--- src/rtl/instruction_fetch_queue_if.sv ---
// rtl/instruction_fetch_queue_if.sv - fetch-to-decode instruction handshake
interface instruction_fetch_queue_if;
  logic        inst_valid;
  logic        inst_ready;
  logic [31:0] inst_data;
  logic [63:0] inst_pc;

  modport master (output inst_valid, output inst_data, output inst_pc, input inst_ready);
  modport slave  (input inst_valid, input inst_data, input inst_pc, output inst_ready);
endinterface

--- src/rtl/instruction_fetch_queue.sv ---
// rtl/instruction_fetch_queue.sv - LEGv8 fetch PC, ROM addressing and prefetch FIFO
module instruction_fetch_queue #(
  parameter int          DEPTH    = 2,
  parameter logic [63:0] RESET_PC = 64'h0
) (
  input  logic                             clock,
  input  logic                             reset_n,
  output logic [15:0]                      rom_address,
  input  logic [31:0]                      rom_data,
  instruction_fetch_queue_if.master        inst,
  input  logic                             redirect_valid,
  input  logic [63:0]                      redirect_pc,
  output logic [31:0]                      fetch_count
);
  localparam int PW = $clog2(DEPTH);
  localparam logic [PW:0] FULL = (PW+1)'(DEPTH);

  logic [63:0]   fetch_pc;
  logic [PW-1:0] rd_ptr;
  logic [PW-1:0] wr_ptr;
  logic [PW:0]   count;
  logic [31:0]   mem_data [DEPTH];
  logic [63:0]   mem_pc   [DEPTH];
  logic          not_empty;
  logic          pop;
  logic          push;

  assign not_empty   = (count != '0);
  assign rom_address = fetch_pc[17:2];

  // A redirect hides the head so decode cannot consume a soon-to-be-flushed entry.
  assign inst.inst_valid = not_empty & ~redirect_valid;
  assign inst.inst_data  = not_empty ? mem_data[rd_ptr] : 32'h0;
  assign inst.inst_pc    = not_empty ? mem_pc[rd_ptr]   : 64'h0;

  assign pop  = inst.inst_valid & inst.inst_ready & ~redirect_valid;
  assign push = ~redirect_valid & ((count < FULL) | pop);

  always_ff @(posedge clock or negedge reset_n) begin
    if (!reset_n) begin
      fetch_pc    <= RESET_PC;
      rd_ptr      <= '0;
      wr_ptr      <= '0;
      count       <= '0;
      fetch_count <= 32'h0;
    end else if (redirect_valid) begin
      fetch_pc <= redirect_pc & ~64'h3;
      rd_ptr   <= '0;
      wr_ptr   <= '0;
      count    <= '0;
    end else begin
      if (push) begin
        fetch_pc    <= fetch_pc + 64'd4;
        fetch_count <= fetch_count + 32'd1;
        wr_ptr      <= wr_ptr + 1'b1;
      end
      if (pop) begin
        rd_ptr <= rd_ptr + 1'b1;
      end
      case ({push, pop})
        2'b10:   count <= count + 1'b1;
        2'b01:   count <= count - 1'b1;
        default: count <= count;
      endcase
    end
  end

  // Storage needs no reset: outputs are masked to zero while the FIFO is empty.
  always_ff @(posedge clock) begin
    if (push) begin
      mem_data[wr_ptr] <= rom_data;
      mem_pc[wr_ptr]   <= fetch_pc;
    end
  end
endmodule

--- src/flat_wrapper.sv ---
// flat-port wrapper written by rule: the top's interface ports become plain ports
module instruction_fetch_queue_flat 
#(
  parameter int          DEPTH    = 2,
  parameter logic [63:0] RESET_PC = 64'h0
)
  (clock, reset_n, rom_address, rom_data, redirect_valid, redirect_pc, fetch_count, inst_inst_valid, inst_inst_data, inst_inst_pc, inst_inst_ready);
  instruction_fetch_queue_if inst_i ();
  input  logic clock;
  input  logic reset_n;
  output logic [15:0] rom_address;
  input  logic [31:0] rom_data;
  input  logic redirect_valid;
  input  logic [63:0] redirect_pc;
  output logic [31:0] fetch_count;
  output wire logic [$bits(inst_i.inst_valid)-1:0] inst_inst_valid;
  output wire logic [$bits(inst_i.inst_data)-1:0] inst_inst_data;
  output wire logic [$bits(inst_i.inst_pc)-1:0] inst_inst_pc;
  input wire logic [$bits(inst_i.inst_ready)-1:0] inst_inst_ready;
  assign inst_inst_valid = inst_i.inst_valid;
  assign inst_inst_data = inst_i.inst_data;
  assign inst_inst_pc = inst_i.inst_pc;
  assign inst_i.inst_ready = inst_inst_ready;
  instruction_fetch_queue #(.DEPTH(DEPTH), .RESET_PC(RESET_PC)) u_core (.clock(clock), .reset_n(reset_n), .rom_address(rom_address), .rom_data(rom_data), .inst(inst_i), .redirect_valid(redirect_valid), .redirect_pc(redirect_pc), .fetch_count(fetch_count));
endmodule
--- config.mk ---
export PLATFORM = sky130hd
export DESIGN_NAME = instruction_fetch_queue_flat
export DESIGN_NICKNAME = d
export VERILOG_FILES = /design/src/rtl/instruction_fetch_queue_if.sv /design/src/rtl/instruction_fetch_queue.sv /design/src/flat_wrapper.sv
export SDC_FILE = /design/constraint.sdc
export NUM_CORES = 1
export LEC_CHECK = 0
export ABC_AREA = 1
export CAP_MARGIN = 20
export CORE_ASPECT_RATIO = 0.7
export CORE_MARGIN = 5
export CORE_UTILIZATION = 40
export CTS_BUF_LIST = sky130_fd_sc_hd__clkbuf_16
export CTS_CLUSTER_SIZE = 28
export DETAILED_ROUTE_END_ITERATION = 10
export SYNTH_ARGS = -nofsm -noshare
export SYNTH_HDL_FRONTEND = slang
export SYNTH_SLANG_ARGS = --single-unit
--- constraint.sdc ---
create_clock -name clock -period 9.9 [get_ports clock]
set_input_delay 2.475 -clock clock [delete_from_list [all_inputs] [get_ports clock]]
set_output_delay 2.475 -clock clock [all_outputs]
set_load 0.03 [all_outputs]
==> results.json <==
{
  "worstPathMaxFanout": 70,
  "drt_iter0_drc": 1060,
  "synthAdderAreaFrac": 0.00262,
  "track_usage": 0.212,
  "grt_max_degree": 95,
  "clk_latency_ps": 560,
  "critPathMaxStageDelay_ps": 870,
  "via_per_inst": 5.07,
  "multiInputGateArea_mm2": 0.00538,
  "cts_setup_buffers": 0,
  "dp_hpwl_um": 30300,
  "detail_route.wl_per_cell_um": 18.6,
  "leakagePower_nw": 7.15,
  "rsz0062_at_grt": "false",
  "syn_area_mm2": 0.0143,
  "synth_compound_area_frac": 0.0661,
  "place.gp.congestion": 0.892,
  "cap_violations": 0,
  "crit_slowest_cell": "dfrtp_2",
  "core_area_mm2": 0.0350,
  "io_pins": 245,
  "crit_top_cell": "nor2_1",
  "hold_path_class": "reg2reg",
  "cts_tree": "built",
  "slew_violations": 0,
  "overflow": 0,
  "end_kind": "output pin",
  "path_cells": "clkinv_2 -> buf_4 -> nor2_1 -> nor2_1 -> clkdlybuf4s50_1",
  "postCtsHoldBufs": 0,
  "cts_buffers": 29,
  "root_buffer": "clkbuf_16",
  "clk_pin_slew_ps": 60,
  "synthXorXnorAreaFrac": 0.0190,
  "synth_top_family_by_area": "simple AND/OR/NAND/NOR gates",
  "num_vias": 11832,
  "synth_ff_type": "edfxtp_1",
  "start_util": 0.408,
  "final_cell_mix": "nand2_1, nor2_1, clkdlybuf4s50_1, edfxtp_1, inv_1",
  "setup_viol": 0,
  "p_per_area_mw_per_mm2": 277,
  "regArea_mm2": 0.00810,
  "totalWireLength_um": 43300,
  "dp_slack_ps": 3840,
  "grt_pass1_wl_um": 66800,
  "grt_pass1_vias": 11213,
  "status": "finished clean",
  "power_mw": 4.96,
  "fillerInstances": 3290,
  "clk_path_buf_depth": 3,
  "antenna_found_initial": 1,
  "synth.area.mux_share": 0,
  "synth_seq_area_share": 0.566,
  "ir_drop_uv": 119,
  "yosys_warnings": 0,
  "rows": 57,
  "cts_max_level": 1,
  "final_antenna_net_count": 0,
  "layout.cells.most_common": "nand2_1",
  "synth_cells": 1626,
  "startpoint_type": "register",
  "route.detailed.drc": 0,
  "synthSimpleGateAreaFrac": 0.287,
  "hold_ws_ps": 526,
  "fin_crit_ps": 6050,
  "die_h_um": 168,
  "ys_ff_latch": 286,
  "cts_resized": 0,
  "finalHoldViolations": 0,
  "fin_ws_ps": 3850,
  "max_freq_ghz": 0.165,
  "critPathArrivalTime_ps": 3580,
  "required_ps": 7430,
  "die-area_mm2": 0.0397,
  "drt-pass1-iter-count": 5,
  "io_buffers": 240,
  "tns_ps": 0,
  "synth.distinct_cells": 45,
  "synth-edff-count": 188,
  "fin_skew_ps": 10.9,
  "avgSynthCellArea_um2": 8.79,
  "async_reset_ff_frac": 0.343,
  "fin_crit_sh": 0.612,
  "area_growth_pct": 25.1,
  "setup.worst_path.class": "reg2out",
  "nets": 1940,
  "die-width_um": 236,
  "drive_gt1_frac": 0.0608,
  "worst_slew_pin_slew_ps": 1000,
  "cts.sinks": 286,
  "slew_headroom": 0.333
}
[state kept, by name, indices dropped and copies added, names as in the netlist]
| name | flops |
|---|---|
| u_core.mem_pc | 124 |
| u_core.mem_data | 64 |
| u_core.fetch_pc | 62 |
| u_core.fetch_count | 32 |
| u_core.count | 2 |
| u_core.rd_ptr | 1 |
| u_core.wr_ptr | 1 |
[final timing paths]
path	startpoint	to	slack [ps]	cells past startpoint
setup / recovery	u_core.rd_ptr	inst_inst_pc[12]	3850	5
hold / removal	u_core.fetch_count[7]	u_core.fetch_count[7]	530	1
setup reg to reg	u_core.count[1]	u_core.mem_pc[0][62]	6470	9
hold reg to reg	u_core.fetch_count[7]	u_core.fetch_count[7]	530	1
max in group asynchronous	reset_n	u_core.fetch_pc[22]	6780	2
min in group asynchronous	reset_n	u_core.fetch_count[20]	1940	1
[report_power, final]
group	switching (mW)	total, mW	internal [mW]
Clock	0.456	1.04	0.579
Combinational	1.36	2.08	0.717
Sequential	0.240	1.85	1.60
[per-layer routing]
metal / wire length, um / global-route usage
met1: 20700 / 0.317
met2: 18800 / 0.326
met3: 2940 / 0.0391
met4: 906 / 0.0411
met5: 0 / 0
[stage by stage]
stage | cells | cell area [um2] | util
detailed placement | 2278 | 17000 | 0.486
global placement | 2278 | 17000 | 0.486
finish | 2333 | 17900 | 0.511
global route | 2333 | 17900 | 0.511
floorplan | 1627 | 14300 | -
CTS | 2332 | 17900 | 0.511
[Yosys cell counts (all sizes together) (2+ instances only)]
| library cell | instances | area [um2] |
|---|---|---|
| edfxtp | 188 | 5650 |
| clkinv | 2 | 7.51 |
| nand3b | 11 | 82.6 |
| ha | 3 | 37.5 |
| nand4 | 18 | 125 |
| inv | 116 | 435 |
| xor2 | 24 | 210 |
| o21bai | 5 | 37.5 |
| and2 | 2 | 12.5 |
| o21ai | 129 | 646 |
| nor3 | 22 | 131 |
| nor2 | 396 | 1660 |
| dfrtp | 98 | 2450 |
| o211ai | 19 | 143 |
| nand2 | 385 | 1530 |
| a21oi | 10 | 50.1 |
| clkbuf | 27 | 101 |
| nand3 | 108 | 561 |
| buf | 46 | 302 |
| xnor2 | 7 | 61.3 |
[area by class of cell]
| cell class | count | area share |
|---|---|---|
| flip-flops and latches | 286 | 0.453 |
| multi-input cells | 1150 | 0.301 |
| repair buffers | 252 | 0.139 |
| clock buffers | 29 | 0.0406 |
| well taps | 472 | 0.0330 |
| inverters | 118 | 0.0248 |
| clock inverters | 25 | 0.00861 |
| diodes | 1 | 0.000140 |
[worst max-delay path: cells and delay by family (launching register included)]
kind,cells,cell delay [ps]
DFF,1,870
buffers and inverters,3,1680
and+or+nand+nor,2,320
[kinds of logic after synthesis]
group                      count (synthesis)
adders and majority gates                  3
buffers and inverters                    191
DFF                                      286
xor gates and xnor gates                  31
other                                      1
and+or+nand+nor                          942
AOI/OAI and AO/OA                        172
Note: power is estimated with default switching activity, not from simulation.
